===== config.mk =====
export PLATFORM = sky130hd
export DESIGN_NAME = serial_subtractor_ctrl_flat
export DESIGN_NICKNAME = d
export VERILOG_FILES = /design/src/rtl/serial_subtractor_ctrl_pkg.sv /design/src/rtl/serial_subtractor_ctrl_if.sv /design/src/rtl/serial_subtractor_ctrl_fs.sv /design/src/rtl/serial_subtractor_ctrl.sv /design/src/flat_wrapper.sv
export SDC_FILE = /design/constraint.sdc
export NUM_CORES = 1
export LEC_CHECK = 0
export ABC_AREA = 1
export CAP_MARGIN = 20
export CORE_MARGIN = 2
export CORE_UTILIZATION = 40
export DETAILED_ROUTE_END_ITERATION = 7
export GPL_ROUTABILITY_DRIVEN = 0
export GPL_TIMING_DRIVEN = 0
export PLACE_DENSITY = 0.62
export REMOVE_ABC_BUFFERS = 1
export SYNTH_ARGS = -nofsm -noshare
export SYNTH_HDL_FRONTEND = slang
export SYNTH_SLANG_ARGS = --single-unit

===== constraint.sdc =====
create_clock -name clk -period 1.55 [get_ports clk]
set_clock_uncertainty 0.1 [all_clocks]
set_input_delay 0.31 -clock clk [delete_from_list [all_inputs] [get_ports clk]]
set_output_delay 0.31 -clock clk [all_outputs]
set_load 0.02 [all_outputs]

===== src/rtl/serial_subtractor_ctrl_pkg.sv =====
// Package shared by the serial subtractor controller and its users.
// Holds the controller FSM state encoding.
package serial_subtractor_ctrl_pkg;

  typedef enum logic [1:0] {
    S_IDLE = 2'd0,
    S_RUN  = 2'd1,
    S_DONE = 2'd2
  } state_e;

endpackage


===== src/rtl/serial_subtractor_ctrl_if.sv =====
// Request/result bundle for the bit-serial subtractor.
//   start    : request, sampled only while the controller is idle
//   a, b     : minuend / subtrahend, captured on an accepted start
//   bin_init : initial borrow-in, captured on an accepted start
//   busy     : high while an operation is in flight (RUN or DONE)
//   done     : one-cycle pulse, diff/bout valid
//   diff     : result, held until the next completion
//   bout     : borrow out of the MSB (unsigned underflow flag)
// master drives the request side, slave is the controller.
interface serial_subtractor_ctrl_if #(
  parameter int unsigned WIDTH = 8
);
  logic             start;
  logic [WIDTH-1:0] a;
  logic [WIDTH-1:0] b;
  logic             bin_init;
  logic             busy;
  logic             done;
  logic [WIDTH-1:0] diff;
  logic             bout;

  modport master (
    output start, a, b, bin_init,
    input  busy, done, diff, bout
  );

  modport slave (
    input  start, a, b, bin_init,
    output busy, done, diff, bout
  );
endinterface


===== src/rtl/serial_subtractor_ctrl_fs.sv =====
// One-bit full subtractor cell: diff = a - b - bin, bout = borrow out.
//   a, b, bin : operand bits and borrow-in
//   diff      : difference bit
//   bout      : borrow-out
module full_subtractor_b (
  input  logic a,
  input  logic b,
  input  logic bin,
  output logic diff,
  output logic bout
);
  assign diff = a ^ b ^ bin;
  assign bout = (~a & b) | (~(a ^ b) & bin);
endmodule


===== src/rtl/serial_subtractor_ctrl.sv =====
// Bit-serial WIDTH-bit subtractor: one full_subtractor_b cell is walked
// LSB-first over WIDTH cycles, computing diff = a - b - bin_init.
//   clk : rising-edge clock
//   rst : asynchronous active-high reset
//   bus : request/result bundle (slave side), see serial_subtractor_ctrl_if
module serial_subtractor_ctrl
  import serial_subtractor_ctrl_pkg::*;
#(
  parameter int unsigned WIDTH = 8
) (
  input logic                     clk,
  input logic                     rst,
  serial_subtractor_ctrl_if.slave bus
);
  localparam int unsigned CNT_W = $clog2(WIDTH);

  state_e             state_q, state_d;
  logic [CNT_W-1:0]   count_q;
  logic [WIDTH-1:0]   sa_q, sb_q, sdiff_q;
  logic               brw_q;
  logic [WIDTH-1:0]   diff_q;
  logic               bout_q;

  logic               cell_diff, cell_bout;
  logic               last_bit;
  logic [WIDTH-1:0]   sdiff_next;

  full_subtractor_b u_cell (
    .a    (sa_q[0]),
    .b    (sb_q[0]),
    .bin  (brw_q),
    .diff (cell_diff),
    .bout (cell_bout)
  );

  assign last_bit   = (state_q == S_RUN) && (count_q == CNT_W'(WIDTH - 1));
  assign sdiff_next = {cell_diff, sdiff_q[WIDTH-1:1]};

  always_ff @(posedge clk or posedge rst) begin
    if (rst) state_q <= S_IDLE;
    else     state_q <= state_d;
  end

  always_comb begin
    state_d = state_q;
    unique case (state_q)
      S_IDLE:  if (bus.start) state_d = S_RUN;
      S_RUN:   if (last_bit)  state_d = S_DONE;
      S_DONE:  state_d = S_IDLE;
      default: state_d = S_IDLE;
    endcase
  end

  // The final bit is produced in the same cycle that leaves RUN, so the
  // result registers take the shifted-in value directly; the counter is not
  // advanced past WIDTH-1.
  always_ff @(posedge clk or posedge rst) begin
    if (rst) begin
      count_q <= '0;
      sa_q    <= '0;
      sb_q    <= '0;
      sdiff_q <= '0;
      brw_q   <= 1'b0;
      diff_q  <= '0;
      bout_q  <= 1'b0;
    end else begin
      unique case (state_q)
        S_IDLE: begin
          if (bus.start) begin
            sa_q    <= bus.a;
            sb_q    <= bus.b;
            brw_q   <= bus.bin_init;
            count_q <= '0;
          end
        end
        S_RUN: begin
          sa_q    <= sa_q >> 1;
          sb_q    <= sb_q >> 1;
          sdiff_q <= sdiff_next;
          brw_q   <= cell_bout;
          if (last_bit) begin
            diff_q <= sdiff_next;
            bout_q <= cell_bout;
          end else begin
            count_q <= count_q + CNT_W'(1);
          end
        end
        default: ;
      endcase
    end
  end

  assign bus.busy = (state_q != S_IDLE);
  assign bus.done = (state_q == S_DONE);
  assign bus.diff = diff_q;
  assign bus.bout = bout_q;

endmodule


===== src/flat_wrapper.sv =====
// flat-port wrapper written by rule: the top's interface ports become plain ports
module serial_subtractor_ctrl_flat import serial_subtractor_ctrl_pkg::*;
#(
  parameter int unsigned WIDTH = 8
)
  (clk, rst, bus_start, bus_a, bus_b, bus_bin_init, bus_busy, bus_done, bus_diff, bus_bout);
  serial_subtractor_ctrl_if #(.WIDTH(WIDTH)) bus_i ();
  input logic clk;
  input logic rst;
  input wire logic [$bits(bus_i.start)-1:0] bus_start;
  input wire logic [$bits(bus_i.a)-1:0] bus_a;
  input wire logic [$bits(bus_i.b)-1:0] bus_b;
  input wire logic [$bits(bus_i.bin_init)-1:0] bus_bin_init;
  output wire logic [$bits(bus_i.busy)-1:0] bus_busy;
  output wire logic [$bits(bus_i.done)-1:0] bus_done;
  output wire logic [$bits(bus_i.diff)-1:0] bus_diff;
  output wire logic [$bits(bus_i.bout)-1:0] bus_bout;
  assign bus_i.start = bus_start;
  assign bus_i.a = bus_a;
  assign bus_i.b = bus_b;
  assign bus_i.bin_init = bus_bin_init;
  assign bus_busy = bus_i.busy;
  assign bus_done = bus_i.done;
  assign bus_diff = bus_i.diff;
  assign bus_bout = bus_i.bout;
  serial_subtractor_ctrl #(.WIDTH(WIDTH)) u_core (.clk(clk), .rst(rst), .bus(bus_i));
endmodule

==> results of run 1 <==
==> layer usage <==
metal / track usage / vias up / wire length, µm
li1: - / 757 / -
met1: 0.224 / 719 / 1830
met2: 0.247 / 25 / 1840
met3: 0.0370 / 7 / 103
met4: 0.0727 / 0 / 84
met5: 0 / - / 0
==> layout by cell type (no fill, tap or decap), types with 2 or more instances in the layout <==
cell type / netlist / final
buf_4: 1 / 6
buf_6: 5 / 2
clkbuf_8: 0 / 6
clkdlybuf4s50_1: 0 / 19
dfrtp_1: 38 / 36
dlygate4sd2_1: 0 / 9
ha_1: 2 / 2
inv_1: 44 / 41
inv_2: 1 / 3
nand2_1: 64 / 64
nand2_2: 9 / 7
nand2_4: 2 / 2
nand2_8: 0 / 2
nand3_1: 25 / 25
nand3_2: 10 / 10
nor2_4: 0 / 2
o21ai_1: 9 / 9
o21ai_2: 8 / 8
==> cells by family after synthesis <==
group | synth area share
flip-flops | 0.491
AND/OR/NAND/NOR | 0.291
AO/OA/AOI/OAI | 0.0594
buffers and inverters | 0.136
adder cells (fa/ha/maj) | 0.0232
==> layout make-up <==
type | instances | area (µm²) | share of cell area
clock buffers | 6 | 82.6 | 0.0343
clock inverters | 2 | 12.5 | 0.00520
inverters | 45 | 176 | 0.0734
multi-input cells | 134 | 767 | 0.319
flip-flops and latches | 38 | 956 | 0.398
well taps | 54 | 67.6 | 0.0281
repair buffers | 36 | 337 | 0.140
repair inverters | 1 | 6.26 | 0.00260
==> worst register-to-register path: cells and delay by family (launching register included) <==
family,cells,cell delay [ns]
and+or+nand+nor,4,0.40
DFF,1,0.52
buffers and inverters,3,0.35
==> metrics by stage <==
stage | area (µm²) | setup WS, ns | util | total power, µW | hold WS, ns
CTS | 2370 | -0.0114 | 0.505 | 4530 | 0.384
finish | 2400 | 0.0440 | 0.513 | 4520 | 0.378
detailed placement | 2210 | -0.609 | 0.471 | 3730 | 0.365
floorplan | 1840 | 0.0158 | - | 3140 | 0.342
global route | 2400 | -0.00974 | 0.513 | 4950 | 0.403
global placement | 2210 | -0.618 | 0.471 | 3680 | 0.362
==> report_power, final <==
group / internal [µW] / switching [µW]
Clock: 357 / 356
Combinational: 834 / 1280
Sequential: 1450 / 247
==> state kept, by name, indices dropped and copies added, names as in the netlist <==
signal	count
u_core.bus.diff	8
u_core.sa_q	8
u_core.sb_q	8
u_core.sdiff_q	7
u_core.count_q	3
u_core.state_q	2
u_core.brw_q	1
u_core.bus.bout	1
==> timing repair <==
action | 4_1_cts | 5_1_grt
cloned | 1 | 0
endpoints found under the setup margin | 48 | 13
resized for setup | 27 | 10
pin swaps | 1 | 2
setup buffers | 6 | 0
==> worst min path at each step <==
stage,from,end,slack [ns],cells after the start
4_1_cts,u_core.bus.diff[7]$_DFFE_PP0P_,u_core.bus.diff[7]$_DFFE_PP0P_,0.38,2
3_3_place_gp,u_core.sa_q[3]$_DFFE_PP0P_,u_core.sa_q[3]$_DFFE_PP0P_,0.36,2
3_5_place_dp,u_core.sa_q[6]$_DFFE_PP0P_,u_core.sa_q[6]$_DFFE_PP0P_,0.37,2
5_1_grt,u_core.sa_q[6]$_DFFE_PP0P_,u_core.sa_q[6]$_DFFE_PP0P_,0.40,2
2_1_floorplan,u_core.sdiff_q[1]$_DFFE_PP0P_,u_core.bus.diff[0]$_DFFE_PP0P_,0.34,2
6_report,u_core.bus.diff[7]$_DFFE_PP0P_,u_core.bus.diff[7]$_DFFE_PP0P_,0.38,2
==> metrics.md, run 1 <==
| Metric | Value |
|---|---|
| Min Tclk post-route | `1.51 ns` |
| Worst hold path class | `register to register` |
| Register-to-Register Path Depth | `7` |
| Reg-to-reg setup timing slack | `0.08 ns` |
| Clock Sinks | `38` |
| DRC viols | `0` |
| Crit. End Element | `primary output` |
| Count of different cell masters after synthesis | `19` |
| Kind of cell adding the most delay to the critical path | `flip-flops` |
| Diode count | `0` |
| Ports | `31` |
| Flops & latches, synth | `38` |
| Crit path launch | `u_core.state_q[0]$_DFFE_PP0P_` |
| Initial core utilization | `0.413` |
| CP cell instances | `nor2_4 -> inv_2 -> buf_6` |
| Final Setup Violations | `0` |
| Yosys warning count | `0` |
| # hold bufs at CTS | `0` |
| WP data required | `1.14 ns` |
| Post-synth EDFFs | `0` |
| Max Cap Viol | `0` |
| RSZ-0062 raised after global routing | `yes` |
| Maximum clock rate | `664 MHz` |
| Core Area | `0.00469 mm²` |
| H-tree depth | `2` |
| Synth-to-Final Area Change | `24.1%` |
| CTS max path bufs | `2` |
| Worst Path Buf+Inv | `2` |
| Placed instance count | `301` |
| CP max FO | `4` |
| Post-Synthesis Cells | `227` |
| WL per Instance | `12.2 µm` |
| Largest cells by area after synthesis | `dfrtp_1, nand2_1, inv_1` |
| Leakage power | `0.00129 µW` |
| Fraction of layout cells with a size suffix above 1 | `0.210` |
| Clock slew at reported path FFs | `0.07 ns` |
| Final setup TNS | `0 ns` |
| Most frequent cells after synthesis | `nand2_1, inv_1, dfrtp_1` |
| IO Port Bufs | `30` |
| Crit path largest cell delay | `0.52 ns` |
| Power Dens Cells | `1880 mW/mm²` |
| Top_reg_cell synth | `dfrtp_1` |
| First-pass GRT wire length | `6670 µm` |
| DR iter-0 viols | `69` |
| Root Driver | `clkbuf_8` |
| Worst r2r src | `u_core.state_q[0]$_DFFE_PP0P_` |
| Nets | `284` |
| Die width | `73.6 µm` |
| Status | `complete, no violations` |
| Routed via count | `1508` |
| Share of the synthesized area in the top cell type | `0.491` |
| Remaining global-route overflow | `0` |
| Final ANT Viol Nets | `0` |
| Final Hold Fails | `0` |
| Largest net degree at the start of global routing | `39` |
| Final period util | `0.972` |
| Synth area leader | `dfrtp_1` |
| Post-synthesis sequential area ratio | `0.491` |
| Syn_area_per_cell | `8.54 µm²` |
| CP Depth | `3` |
| Fraction of registers with async set/reset | `1.00` |
| Count leader, synth | `nand2_1` |
| R2r endpoint | `u_core.bus.diff[0]$_DFFE_PP0P_` |
| FP Rows | `25` |
| Post-Syn Area | `0.00194 mm²` |
| Final Instance Count excl. Fillers | `316` |
| WP data arrival | `1.10 ns` |
| CP Capture Point | `bus_busy` |
| Antenna violations before repair | `0` |
| Rel. slew slack | `0.463` |
| Clock Latency Late Sink | `0.29 ns` |
| TritonCTS clock tree | `yes` |
| DIE HEIGHT | `73.6 µm` |
| Worst slew pin tran | `0.805 ns` |
| Worst vdd ir | `0.591 mV` |
| TritonCTS buffer count | `5` |
| Critical path class | `register to primary output` |
| WL final | `3850 µm` |
| Post-DR vias/cell | `4.77` |
| Vias in the first global route | `1429` |
| DRT Pass-1 Iters | `4` |
| Critical-path top delay cell | `dfrtp_4` |
| Max-slew violations | `0` |
| Startpoint types | `register` |
| DP HPWL | `2330 µm` |
| Fillcell total | `467` |
| Die ar. | `0.00542 mm²` |
| GRT Total Usage | `0.163` |
No activity file was read; power rests on OpenSTA's default activity.
==> run 2, diff against run 1 <==
--- a/config.mk
+++ b/config.mk
@@ -8,11 +8,12 @@
 export ABC_AREA = 1
 export CAP_MARGIN = 20
 export CORE_MARGIN = 2
-export CORE_UTILIZATION = 40
+export CORE_UTILIZATION = 52
 export DETAILED_ROUTE_END_ITERATION = 7
 export GPL_ROUTABILITY_DRIVEN = 0
 export GPL_TIMING_DRIVEN = 0
-export PLACE_DENSITY = 0.62
+export MAX_ROUTING_LAYER = met4
+export PLACE_DENSITY = 0.77
 export REMOVE_ABC_BUFFERS = 1
 export SYNTH_ARGS = -nofsm -noshare
 export SYNTH_HDL_FRONTEND = slang
==> constraint.sdc (replaced) <==
create_clock -name clk -period 1.55 [get_ports clk]
set_clock_uncertainty 0.1 [all_clocks]
set_input_delay 0.2325 -clock clk [delete_from_list [all_inputs] [get_ports clk]]
set_output_delay 0.2325 -clock clk [all_outputs]
set_load 0.02 [all_outputs]
==> metrics.md, run 2 (synthesis gave the netlist of run 1 again) <==
| Metric | Value |
|---|---|
| First-pass GRT wire length | `6470 µm (was 6670 µm)` |
| DRT Pass-1 Iters | `4 (unchanged)` |
| Leakage power | `0.00129 µW (about the same)` |
| WL per Instance | `12.3 µm (was 12.2 µm)` |
| Clock Sinks | `38 (unchanged)` |
| R2r endpoint | `u_core.bus.diff[0]$_DFFE_PP0P_ (unchanged)` |
| Critical path class | `register to primary output (unchanged)` |
| Max-slew violations | `0 (unchanged)` |
| Die width | `65.1 µm (was 73.6 µm)` |
| Reg-to-reg setup timing slack | `0.07 ns (was 0.08 ns)` |
| Worst r2r src | `u_core.state_q[0]$_DFFE_PP0P_ (unchanged)` |
| IO Port Bufs | `30 (unchanged)` |
| Placed instance count | `295 (was 301)` |
| Root Driver | `clkbuf_8 (unchanged)` |
| H-tree depth | `2 (unchanged)` |
| Maximum clock rate | `660 MHz (was 664 MHz)` |
| # hold bufs at CTS | `0 (unchanged)` |
| Final instance area | `0.00240 mm² (about the same)` |
| DP HPWL | `2220 µm (was 2330 µm)` |
| Die ar. | `0.00423 mm² (was 0.00542 mm²)` |
| Antenna violations before repair | `0 (unchanged)` |
| CTS max path bufs | `2 (unchanged)` |
| Fraction of layout cells with a size suffix above 1 | `0.195 (was 0.210)` |
| Final Instance Count excl. Fillers | `309 (was 316)` |
| DIE HEIGHT | `65.1 µm (was 73.6 µm)` |
| WP data arrival | `1.18 ns (was 1.10 ns)` |
| Final Setup Violations | `0 (unchanged)` |
| Remaining global-route overflow | `0 (unchanged)` |
| Power Dens Cells | `1950 mW/mm² (was 1880 mW/mm²)` |
| Most common cell after layout, fill and taps aside | `nand2_1 (unchanged)` |
| RSZ-0062 raised after global routing | `yes (unchanged)` |
| Max Cap Viol | `0 (unchanged)` |
| Ports | `31 (unchanged)` |
| Initial core utilization | `0.533 (was 0.413)` |
| Final Hold Fails | `0 (unchanged)` |
| Core Area | `0.00363 mm² (was 0.00469 mm²)` |
| Synth-to-Final Area Change | `23.8% (was 24.1%)` |
| Startpoint types | `register (unchanged)` |
| Status | `complete, no violations (unchanged)` |
| Routed via count | `1502 (was 1508)` |
| Clock Latency Late Sink | `0.29 ns (about the same)` |
| Highest-count cells in the layout ignoring fill and taps | `nand2_1, inv_1, dfrtp_1 (unchanged)` |
| Final period util | `0.978 (was 0.972)` |
| DRC viols | `0 (unchanged)` |
| TritonCTS buffer count | `5 (unchanged)` |
| Register-to-Register Path Depth | `7 (unchanged)` |
| Vias in the first global route | `1444 (was 1429)` |
| DR iter-0 viols | `73 (was 69)` |
| Worst hold path class | `primary input to async pin (was register to register)` |
| Dpl cell area | `0.00220 mm² (was 0.00221 mm²)` |
| WL final | `3810 µm (was 3850 µm)` |
| CP max FO | `5 (was 4)` |
| Clock slew at reported path FFs | `0.07 ns (about the same)` |
| TritonCTS clock tree | `yes (unchanged)` |
| Worst slew pin tran | `0.782 ns (was 0.805 ns)` |
| Final ANT Viol Nets | `0 (unchanged)` |
| Rel. slew slack | `0.478 (was 0.463)` |
| Diode count | `0 (unchanged)` |
| Largest net degree at the start of global routing | `39 (unchanged)` |
| Post-DR vias/cell | `4.86 (was 4.77)` |
| Min Tclk post-route | `1.52 ns (was 1.51 ns)` |
| Worst vdd ir | `0.913 mV (was 0.591 mV)` |
| Nets | `284 (unchanged)` |
| WP data required | `1.22 ns (was 1.14 ns)` |
| Crit. End Element | `primary output (unchanged)` |
| FP Rows | `22 (was 25)` |
| GRT Total Usage | `0.207 (was 0.163)` |
run 2: power by group:
group	switching (µW)	total (µW)	internal (µW)	leakage, µW
Sequential	251	1700	1450	0.000469
Clock	332	847	515	0.0000573
Combinational	1290	2120	825	0.000766
run 2: worst max-delay path, cell delays in order (launching register included):
cell	delay, ns
dfrtp_4	0.52
nor2_4	0.17
inv_1	0.05
buf_2	0.15
run 2: cell type report:
type | count | area, µm²
sequential | 38 | 956
clock inverter | 1 | 30.0
tap | 48 | 60.1
timing repair buffer | 36 | 324
clock buffer | 6 | 82.6
fill | 310 | 1230
timing repair inverter | 1 | 6.26
inverter | 45 | 176
multi-input combinational | 134 | 764
run 2: per-stage QoR:
| stage | total power (µW) | setup TNS [ns] | hold WS [ns] | util | setup slack [ns] |
|---|---|---|---|---|---|
| detailed placement | 3710 | -7.32 | 0.365 | 0.607 | -0.450 |
| global placement | 3650 | -25.71 | 0.359 | 0.607 | -0.477 |
| finish | 4670 | 0 | 0.312 | 0.660 | 0.0344 |
| CTS | 4630 | -0.0157 | 0.334 | 0.659 | -0.0157 |
| global route | 5070 | -0.0157 | 0.386 | 0.660 | -0.0115 |
| floorplan | 3140 | 0 | 0.285 | - | 0.0158 |
run 2: worst max-delay path by stage:
| stage | startpoint | to | depth (start not counted) |
|---|---|---|---|
| after floorplan | u_core.state_q[0]$_DFFE_PP0P_ | u_core.bus.bout$_DFFE_PP0P_ | 5 |
| after global placement | u_core.state_q[0]$_DFFE_PP0P_ | bus_busy | 3 |
| after detailed placement | u_core.state_q[0]$_DFFE_PP0P_ | bus_busy | 3 |
| after CTS | u_core.state_q[0]$_DFFE_PP0P_ | bus_busy | 3 |
| after global routing | u_core.state_q[0]$_DFFE_PP0P_ | bus_busy | 3 |
| final | u_core.state_q[0]$_DFFE_PP0P_ | bus_busy | 3 |
run 2: metal layers:
layer  track usage  part of all wire
met2         0.349              0.51
met1         0.244              0.43
met5             -                 0
met3        0.0556             0.047
met4        0.0599             0.013
run 2: repair_timing:
item                                    CTS  global route
setup buffers                             6             0
pin swaps                                 0             1
resized for setup                        25             5
gates cloned                              1             0
endpoints found under the setup margin   48            26
==> run 3, diff against run 2 <==
--- a/config.mk
+++ b/config.mk
@@ -14,7 +14,6 @@
 export GPL_TIMING_DRIVEN = 0
 export MAX_ROUTING_LAYER = met4
 export PLACE_DENSITY = 0.77
-export REMOVE_ABC_BUFFERS = 1
 export SYNTH_ARGS = -nofsm -noshare
 export SYNTH_HDL_FRONTEND = slang
 export SYNTH_SLANG_ARGS = --single-unit
==> metrics.md, run 3 (synthesis gave the netlist of run 1 again) <==
| Metric | Value |
|---|---|
| DIE HEIGHT | `65.1 µm (unchanged)` |
| Antenna violations before repair | `0 (unchanged)` |
| FP Rows | `22 (unchanged)` |
| Grt peak-use layer | `met2 (unchanged)` |
| RSZ-0062 raised after global routing | `yes (unchanged)` |
| TritonCTS buffer count | `5 (unchanged)` |
| Max-slew violations | `0 (unchanged)` |
| Routed via count | `1510 (was 1502)` |
| Min Tclk post-route | `1.53 ns (was 1.52 ns)` |
| Clock Sinks | `38 (unchanged)` |
| Worst vdd ir | `1.12 mV (was 0.913 mV)` |
| WL final | `3700 µm (was 3810 µm)` |
| Final Hold Fails | `0 (unchanged)` |
| GRT Total Usage | `0.206 (was 0.207)` |
| Clock Latency Late Sink | `0.29 ns (about the same)` |
| Crit. End Element | `primary output (unchanged)` |
| Critical-path top delay cell | `dfrtp_1 (was dfrtp_4)` |
| Worst slew pin tran | `0.765 ns (was 0.782 ns)` |
| Met2 Use GR | `0.316 (was 0.349)` |
| H-tree depth | `2 (unchanged)` |
| Worst hold path class | `primary input to async pin (unchanged)` |
| Fraction of layout cells with a size suffix above 1 | `0.219 (was 0.195)` |
| Post-DR vias/cell | `4.76 (was 4.86)` |
| Final Util | `0.688 (was 0.660)` |
| Final period util | `0.984 (was 0.978)` |
| Crit path largest cell delay | `0.39 ns (was 0.52 ns)` |
| Kind of cell adding the most delay to the critical path | `flip-flops (unchanged)` |
| Most common cell after layout, fill and taps aside | `nand2_1 (unchanged)` |
| DRC viols | `0 (unchanged)` |
| DR iter-0 viols | `112 (was 73)` |
| Final ANT Viol Nets | `0 (unchanged)` |
| DP HPWL | `2540 µm (was 2220 µm)` |
| Fillcell total | `308 (was 310)` |
| Vias in the first global route | `1429 (was 1444)` |
| Diode count | `0 (unchanged)` |
| Die ar. | `0.00423 mm² (unchanged)` |
| Status | `complete, no violations (unchanged)` |
| Clock slew at reported path FFs | `0.08 ns (was 0.07 ns)` |
| Synth-to-Final Area Change | `28.9% (was 23.8%)` |
| IO Port Bufs | `30 (unchanged)` |
| Ports | `31 (unchanged)` |
| Final Instance Count excl. Fillers | `317 (was 309)` |
| DRT Pass-1 Iters | `4 (unchanged)` |
| Startpoint types | `register (unchanged)` |
| Power Dens Cells | `1980 mW/mm² (was 1950 mW/mm²)` |
| CTS max path bufs | `2 (unchanged)` |
| Root Driver | `clkbuf_8 (unchanged)` |
| Critical path class | `register to primary output (unchanged)` |
| Worst Path Buf+Inv | `3 (was 2)` |
| Leakage power | `0.00136 µW (was 0.00129 µW)` |
| WP data required | `1.22 ns (about the same)` |
| Highest-count cells in the layout ignoring fill and taps | `nand2_1, inv_1, dfrtp_1 (unchanged)` |
| Die width | `65.1 µm (unchanged)` |
| Rel. slew slack | `0.489 (was 0.478)` |
| # hold bufs at CTS | `0 (unchanged)` |
| Met1 Use GR | `0.260 (was 0.244)` |
| CP cell instances | `buf_6 -> buf_8 -> nor2_4 -> buf_6 (was nor2_4 -> inv_1 -> buf_2)` |
| Cell repeated most along the worst path | `buf_6` |
| Remaining global-route overflow | `0 (unchanged)` |
| Syn_nets | `250` |
| First-pass GRT wire length | `6410 µm (was 6470 µm)` |
| Nets | `291 (was 284)` |
| TritonCTS clock tree | `yes (unchanged)` |
| CP max FO | `7 (was 5)` |
| Placed instance count | `305 (was 295)` |
| Initial core utilization | `0.533 (unchanged)` |
| Core Area | `0.00363 mm² (unchanged)` |
| Met3 Use GR | `0.0590 (was 0.0556)` |
| WP data arrival | `1.19 ns (was 1.18 ns)` |
| Max Cap Viol | `0 (unchanged)` |
| Maximum clock rate | `656 MHz (was 660 MHz)` |
| WL per Instance | `11.7 µm (was 12.3 µm)` |
| Final Setup Violations | `0 (unchanged)` |
| Largest net degree at the start of global routing | `39 (unchanged)` |
## run 3: cell type report
| cell class | count | area [µm²] | area share |
|---|---|---|---|
| buffer | 9 | 108 | 0.0431 |
| clock buffer | 6 | 82.6 | 0.0330 |
| clock inverter | 2 | 60.1 | 0.0240 |
| inverter | 45 | 169 | 0.0676 |
| multi-input combinational | 134 | 744 | 0.298 |
| sequential | 38 | 952 | 0.381 |
| tap | 48 | 60.1 | 0.0240 |
| timing repair buffer | 35 | 323 | 0.129 |
## run 3: layer usage
| layer | wire (µm) | vias up |
|---|---|---|
| met5 | 0 | - |
| li1 | - | 771 |
| met4 | 55 | 0 |
| met1 | 1720 | 702 |
| met3 | 176 | 5 |
| met2 | 1740 | 32 |
## run 3: where the power goes
| group | total, µW | internal (µW) | switching (µW) |
|---|---|---|---|
| combinational | 2240 | 953 | 1280 |
| sequential | 1690 | 1450 | 240 |
| clock | 1030 | 686 | 347 |
## run 3: through the flow
step | hold WS [ns] | setup slack (ns) | cell area, µm² | setup TNS (ns) | power (µW)
floorplan | 0.282 | 0.189 | 1940 | 0 | 3300
global placement | 0.358 | -0.492 | 2300 | -19.29 | 3850
detailed placement | 0.365 | -0.282 | 2300 | -0.600 | 3920
CTS | 0.335 | -0.0371 | 2430 | -0.0371 | 4920
global route | 0.370 | -0.0232 | 2500 | -0.0232 | 5390
finish | 0.299 | 0.0246 | 2500 | 0 | 4960
## run 3: path summary, 6_finish.rpt
check,startpoint,to,slack (ns),cells after the start
max,u_core.state_q[0]$_DFFE_PP0P_,bus_done,0.02,4
min,rst,u_core.count_q[2]$_DFFE_PP0P_,0.30,2
max reg2reg,u_core.count_q[0]$_DFFE_PP0P_,u_core.bus.diff[6]$_DFFE_PP0P_,0.07,6
min reg2reg,u_core.sa_q[2]$_DFFE_PP0P_,u_core.sa_q[2]$_DFFE_PP0P_,0.38,2
max in group asynchronous,rst,u_core.state_q[1]$_DFFE_PP0P_,0.52,2
min in group clk,u_core.sa_q[2]$_DFFE_PP0P_,u_core.sa_q[2]$_DFFE_PP0P_,0.38,2
## run 3: timing repair
item                       4_1_cts  5_1_grt
buffers inserted                 0        5
setup endpoints to repair       11        4
pin swaps                        0        0
gates resized for setup         23        7
